`config.mk`:
```
export PLATFORM = sky130hd
export DESIGN_NAME = conv3x3_stream
export DESIGN_NICKNAME = d
export VERILOG_FILES = /design/src/rtl/conv_pkg.sv /design/src/rtl/conv_line_buffer.sv /design/src/rtl/conv3x3_stream.sv
export SDC_FILE = /design/constraint.sdc
export NUM_CORES = 2
export LEC_CHECK = 0
export CORE_MARGIN = 2
export CORE_UTILIZATION = 45
export CTS_CLUSTER_DIAMETER = 40
export DETAILED_ROUTE_END_ITERATION = 6
export PLACE_DENSITY = 0.62
export SYNTH_ARGS = -nofsm -noshare
export SYNTH_HDL_FRONTEND = slang
export SYNTH_SLANG_ARGS = --single-unit
```
`constraint.sdc`:
```
create_clock -name clk -period 7.3 [get_ports clk]
set_input_delay 1.825 -clock clk [delete_from_list [all_inputs] [get_ports clk]]
set_output_delay 1.825 -clock clk [all_outputs]
set_load 0.02 [all_outputs]
```
`src/rtl/conv_pkg.sv`:
```
// conv_pkg: shared FSM states, default kernel and result-width helper for conv3x3_stream.
package conv_pkg;
  typedef enum logic [1:0] {IDLE, RUN, DONE} state_t;
  localparam int unsigned DEF_KERNEL [9] = '{1, 2, 1, 2, 4, 2, 1, 2, 1};
  localparam int NTAPS = 9;
  localparam logic [3:0] NORM_ADDR = 4'd9;
  function automatic int conv_out_w(input int data_w, input int coef_w);
    return data_w + coef_w + 4;
  endfunction
endpackage

```
`src/rtl/conv_line_buffer.sv`:
```
// conv_line_buffer: DEPTH-deep circular delay line; dout is the sample written DEPTH accepts ago.
module conv_line_buffer #(
  parameter int DATA_W = 8,
  parameter int DEPTH  = 128
) (
  input  logic              clk,
  input  logic              rst_n,
  input  logic              en,
  input  logic [DATA_W-1:0] din,
  output logic [DATA_W-1:0] dout
);
  localparam int PW = (DEPTH > 1) ? $clog2(DEPTH) : 1;
  logic [DATA_W-1:0] mem [DEPTH];
  logic [PW-1:0]     ptr;
  assign dout = mem[ptr];
  always_ff @(posedge clk)
    if (en) mem[ptr] <= din;
  always_ff @(posedge clk or negedge rst_n)
    if (!rst_n) ptr <= '0;
    else if (en) ptr <= (ptr == PW'(DEPTH - 1)) ? '0 : ptr + 1'b1;
endmodule

```
`src/rtl/conv3x3_stream.sv`:
```
// conv3x3_stream: streaming 3x3 convolution with two line buffers and programmable kernel.
// Optional CONV_NORM_EN adds a right-shift normaliser written at coefficient address 9.
module conv3x3_stream import conv_pkg::*; #(
  parameter int DATA_W = 8,
  parameter int COEF_W = 8,
  parameter int IMG_W  = 128,
  parameter int IMG_H  = 128
) (
  input  logic                                    clk,
  input  logic                                    rst_n,
  input  logic                                    start,
  input  logic                                    coef_we,
  input  logic [3:0]                              coef_addr,
  input  logic [COEF_W-1:0]                       coef_data,
  input  logic                                    s_valid,
  output logic                                    s_ready,
  input  logic [DATA_W-1:0]                       s_data,
  output logic                                    m_valid,
  input  logic                                    m_ready,
  output logic [conv_out_w(DATA_W, COEF_W)-1:0]   m_data,
  output logic                                    m_last,
  output logic                                    busy,
  output logic                                    done
);
  localparam int OUT_W = conv_out_w(DATA_W, COEF_W);
  localparam int PIX   = IMG_W * IMG_H;
  localparam int CW    = $clog2(PIX + 1);
  localparam int XW    = $clog2(IMG_W);
  localparam int YW    = $clog2(IMG_H);
  localparam int PW    = DATA_W + COEF_W;
  state_t            state, state_nx;
  logic [CW-1:0]     in_cnt;
  logic [XW-1:0]     col;
  logic [YW-1:0]     row;
  logic              en, acc, win_ok, frame_last, idle_wr;
  logic [COEF_W-1:0] coef [NTAPS];
  logic [DATA_W-1:0] lb1, lb2;
  logic [DATA_W-1:0] w [3][2];
  logic [DATA_W-1:0] tap [NTAPS];
  logic [PW-1:0]     prod [NTAPS];
  logic              p_valid, p_last;
  logic [OUT_W-1:0]  sum;
  assign en         = !m_valid || m_ready;
  assign s_ready    = (state == RUN) && (in_cnt < CW'(PIX)) && en;
  assign acc        = s_valid && s_ready;
  assign win_ok     = (row >= YW'(2)) && (col >= XW'(2));
  assign frame_last = (row == YW'(IMG_H - 1)) && (col == XW'(IMG_W - 1));
  assign idle_wr    = (state == IDLE) && coef_we;
  conv_line_buffer #(.DATA_W(DATA_W), .DEPTH(IMG_W)) u_lb0 (
    .clk(clk), .rst_n(rst_n), .en(acc), .din(s_data), .dout(lb1)
  );
  conv_line_buffer #(.DATA_W(DATA_W), .DEPTH(IMG_W)) u_lb1 (
    .clk(clk), .rst_n(rst_n), .en(acc), .din(lb1), .dout(lb2)
  );
  // Newest column comes straight from the line buffers and the input, so the
  // products see the full window in the same cycle the completing pixel arrives.
  always_comb begin
    for (int r = 0; r < 3; r++) begin
      tap[3*r]   = w[r][0];
      tap[3*r+1] = w[r][1];
    end
    tap[2] = lb2;
    tap[5] = lb1;
    tap[8] = s_data;
  end
  always_comb begin
    sum = '0;
    for (int k = 0; k < NTAPS; k++) sum = sum + OUT_W'(prod[k]);
  end
  always_ff @(posedge clk or negedge rst_n)
    if (!rst_n) begin
      in_cnt <= '0;
      col    <= '0;
      row    <= '0;
      for (int r = 0; r < 3; r++) begin
        w[r][0] <= '0;
        w[r][1] <= '0;
      end
    end else if ((state == IDLE) && start) begin
      in_cnt <= '0;
      col    <= '0;
      row    <= '0;
    end else if (acc) begin
      in_cnt <= in_cnt + 1'b1;
      col    <= (col == XW'(IMG_W - 1)) ? '0 : col + 1'b1;
      row    <= (col == XW'(IMG_W - 1)) ? row + 1'b1 : row;
      for (int r = 0; r < 3; r++) begin
        w[r][0] <= w[r][1];
        w[r][1] <= tap[3*r+2];
      end
    end
  always_ff @(posedge clk or negedge rst_n)
    if (!rst_n) begin
      for (int k = 0; k < NTAPS; k++) coef[k] <= COEF_W'(DEF_KERNEL[k]);
    end else if (idle_wr && (coef_addr < NORM_ADDR)) begin
      coef[coef_addr] <= coef_data;
    end
`ifdef CONV_NORM_EN
  logic [4:0] norm_shift;
  always_ff @(posedge clk or negedge rst_n)
    if (!rst_n) norm_shift <= '0;
    else if (idle_wr && (coef_addr == NORM_ADDR)) norm_shift <= 5'(coef_data);
`endif
  always_ff @(posedge clk or negedge rst_n)
    if (!rst_n) begin
      p_valid <= 1'b0;
      p_last  <= 1'b0;
      m_valid <= 1'b0;
      m_last  <= 1'b0;
      m_data  <= '0;
      for (int k = 0; k < NTAPS; k++) prod[k] <= '0;
    end else if (en) begin
      p_valid <= acc && win_ok;
      p_last  <= acc && win_ok && frame_last;
      for (int k = 0; k < NTAPS; k++) prod[k] <= PW'(tap[k]) * PW'(coef[k]);
      m_valid <= p_valid;
      m_last  <= p_last;
`ifdef CONV_NORM_EN
      if (p_valid) m_data <= sum >> norm_shift;
`else
      if (p_valid) m_data <= sum;
`endif
    end
  always_ff @(posedge clk or negedge rst_n)
    if (!rst_n) state <= IDLE;
    else state <= state_nx;
  always_comb begin
    state_nx = state;
    case (state)
      IDLE:    state_nx = start ? RUN : IDLE;
      RUN:     state_nx = (m_valid && m_ready && m_last) ? DONE : RUN;
      default: state_nx = IDLE;
    endcase
  end
  always_comb begin
    busy = state != IDLE;
    done = state == DONE;
  end
endmodule
```
==> flow_summary_export.csv <==
group,metric,value,unit
power_and_ir_drop,leakage,0.0499,uW
power_and_ir_drop,p_per_area,379,mW/mm^2
yosys,ys_ff_latch,2381,
place,io_buffer_count,50,
worst_setup_path,crit_family,"compound AO/OA/AOI/OAI gates",
yosys,avgSynthCellArea,13.6,um^2
route,route.detailed.drc,0,
worst_setup_path,r2r_start,"u_lb1.ptr[0]",
grt,antenna_found_initial,21,
sta,period_minus_slack,7.17,ns
die,die-area,0.258,mm^2
yosys,syn_area,0.114,mm^2
die,num_rows,185,
worst_setup_path,critPathMaxStageDelay,0.62,ns
yosys,yosysTopAreaCellShare,0.538,
yosys,synth_cell_types,100,
yosys,synth_ff_type,"edfxtp_1",
yosys,synthArstFlopShare,0.140,
finish,drive_above_1_share,0.146,
worst_setup_path,crit_chain,"buf_4, and2_2, buf_4, a221oi_1, o221ai_1, o211a_1, a311oi_1, o31ai_2, and2_1, fa_1, inv_1, fa_1, inv_1, fa_1, inv_1, fa_1, inv_1, ha_1, o21ai_0, a21oi_1, a41o_1, o41ai_1, xnor2_1, o21ai_0",
hold_path,hold_depth,1,
finish,syn_to_final_growth,15.5,%
clock_tree,clk_pin_slew,0.06,ns
place,place_area,0.120,mm^2
run,cap_violations,0,
finish,fillCellCount,20959,
clock_tree,numCtsBuffers,343,
die,chipHeight,508,um
worst_setup_path,critPathSlowestCell,"a311oi_1",
route,antenna_left,0,
finish,final_cell_count_no_fill,12296,
place,preCtsSetupSlack,0.134,ns
hold_path,worstHoldStart,"state[1]",
sta,rsz0062_at_grt,"no",
sta,hold_viol_final,0,
yosys,yosys.area.top_type,"edfxtp_1",
place,place_congestion,0.920,
yosys,synth_cells,8382,
sta,worst-slew-pin-transition,1.29,ns
finish,final_util,0.521,
route,routed_wl,349000,um
die,die_w,508,um
clock_tree,root_buffer,"clkbuf_16",
hold_path,hp-class,"register to register",
yosys,synth_edf_count,2048,
clock_tree,clk_path_buf_depth,4,
sta,final.period_utilization,0.982,
die,io_pins,51,
worst_setup_path,crit_required,8.04,ns
route,drt_iter0_drc,9953,
worst_setup_path,cp-start-kind,"register",
power_and_ir_drop,ir_worst_vdd,0.418,mV
clock_tree,cts.sinks,2381,
worst_setup_path,cp-end-kind,"register",
worst_setup_path,crit_fanout,17,
clock_tree,clock_latency,0.99,ns
sta,layout_setup_ws,0.129,ns
yosys,synth_warnings,0,
grt,grt_max_degree,129,
die,core_region_area,0.253,mm^2
worst_setup_path,crit_start,"u_lb1.ptr[0]",
yosys,postSynthNetCount,9194,
sta,finalSetupViolCount,0,
finish,nets,9468,
clock_tree,htreeDepth,5,
yosys,synth_area_leaders,"edfxtp_1 (54%), fa_1 (7.6%), dfrtp_1 (7.1%)",
yosys,synth_seq_area_share,0.611,
grt,gr-total-overflow,0,
sta,max_slew_margin,0.140,
worst_setup_path,crit_cells,24,
finish,final_area,0.132,mm^2
route,dr.pass1.iters,7,
grt,grt_usage,0.267,
worst_setup_path,worst-path-buf-inv,6,
route,wl_per_cell,28.4,um
sta,maxSlewViolCount,0,
clock_tree,cts_tree,"done",
outcome,status,"finished, final reports clean",
worst_setup_path,cp.arrival,7.91,ns
die,start_util,0.451,
grt,grt_pass1_wl,511000,um
worst_setup_path,reg2regPathDepth,24,
place,hpwlAfterDp,230000,um
grt,grt_pass1_vias,74994,
place,dp_cells,11653,
sta,fmax,139,MHz
route,viasPerCell,6.12,
sta,tns,0,ns
sta,skew,0.137,ns
route,vias,75246,
worst_setup_path,critical_path_class,"register to register",
timing repair:
item | in CTS | in global routing
endpoints found under the setup margin | 0 | 11
buffers inserted | 0 | 22
hold buffers | 0 | 0
gates resized for setup | 0 | 22
synth_stat cells, drive strengths merged, types with 18 or more instances:
cell	count
nor2b	96
a22o	36
o211ai	32
mux2i	93
o21ai	188
nor3	78
a21o	41
a22oi	153
xnor2	61
o31ai	25
clkbuf	245
dfrtp	324
inv	571
o22a	30
a221o	30
buf	260
mux2	182
mux4	56
nand4	22
a31oi	32
o221ai	45
a211oi	18
o22ai	76
and3	23
a221oi	386
edfxtp	2048
ha	352
a21oi	369
a222oi	52
and2	307
nand3	77
xor2	77
nor2	600
fa	434
nand2b	31
nand2	715
placed cells by master, fill, tap and decap left out, types with 44 or more instances in the layout:
cell and n:
mux4_2 56, a21oi_1 367, dfrtp_1 317, mux2_2 178
fa_1 434, o221ai_1 45, ha_1 352, inv_1 563
bufinv_16 44, o21ai_0 179, mux2i_1 91, a22oi_1 153
nor2b_1 86, a221oi_1 379, a222oi_1 52, buf_4 341
xnor2_1 61, clkbuf_16 349, o22ai_1 75, nand2_1 714
nand3_1 76, xor2_1 77, buf_12 46, and2_1 302
edfxtp_1 2048, nor3_1 78, nor2_1 594
flip-flops by register name (all words and copies together) (netlist names), 2 cells and up:
signal	flops
u_lb0.ptr	7
state	2
u_lb0.mem	1024
u_lb1.ptr	7
coef	72
col	7
tap	48
in_cnt	15
prod	144
row	7
m_data	20
u_lb1.mem	1024
where the power goes:
group	switching [uW]	total, uW	leakage (uW)	internal, uW
clock	6340	16800	0.00562	10500
sequential	667	18400	0.0229	17800
combinational	10600	14700	0.0215	4150
cells by family (layout without fill, tap and decap cells):
family,after synthesis,in the layout,synth area share
and+or+nand+nor,2006,2009,0.0803
buffers and inverters,1078,1616,0.0405
DFF,2381,2381,0.611
xor gates and xnor gates,138,138,0.0106
AOI/OAI and AO/OA,1662,1662,0.106
adders and majority gates,786,786,0.115
other,0,7,0
muxes,331,331,0.0372
routing by layer:
layer,wire length [um],GRT usage,vias to the layer above
li1,-,-,31641
met1,137000,0.368,38237
met5,55,0,-
met2,159000,0.408,4496
met4,14000,0.105,8
met3,38200,0.0637,864
worst reg2reg max path, stage by stage (launching register included):
cell and delay (ns):
dfrtp_4 0.59, buf_4 0.23, and2_2 0.24, buf_4 0.25, a221oi_1 0.34, o221ai_1 0.29, o211a_1 0.23, a311oi_1 0.62
o31ai_2 0.32, and2_1 0.28, fa_1 0.53, inv_1 0.05, fa_1 0.53, inv_1 0.05, fa_1 0.47, inv_1 0.05
fa_1 0.48, inv_1 0.04, ha_1 0.27, o21ai_0 0.13, a21oi_1 0.14, a41o_1 0.27, o41ai_1 0.32, xnor2_1 0.16
o21ai_0 0.09
layout make-up:
| class | count | area (um^2) | area share |
|---|---|---|---|
| clock inverters | 224 | 2690 | 0.0204 |
| inverters | 573 | 2170 | 0.0165 |
| repair buffers | 431 | 3910 | 0.0296 |
| diodes | 7 | 17.5 | 0.000133 |
| clock buffers | 388 | 9000 | 0.0682 |
| flip-flops and latches | 2381 | 69900 | 0.529 |
| multi-input cells | 4926 | 40100 | 0.304 |
| well taps | 3366 | 4210 | 0.0319 |
path summary, 6_finish.rpt:
kind,end,slack [ns]
min,state[0],0.47
min reg2reg,state[0],0.47
max,prod[111],0.13
min in group asynchronous,in_cnt[5],0.92
max in group asynchronous,u_lb1.ptr[1],5.06
max reg2reg,prod[111],0.13
per-stage QoR:
stage	power, uW	hold slack, ns
6_report	50000	0.472
5_1_grt	51400	0.504
4_1_cts	49500	0.471
3_5_place_dp	32800	0.464
3_3_place_gp	32600	0.448
2_1_floorplan	26100	0.432
(Power assumes the default switching activity.)
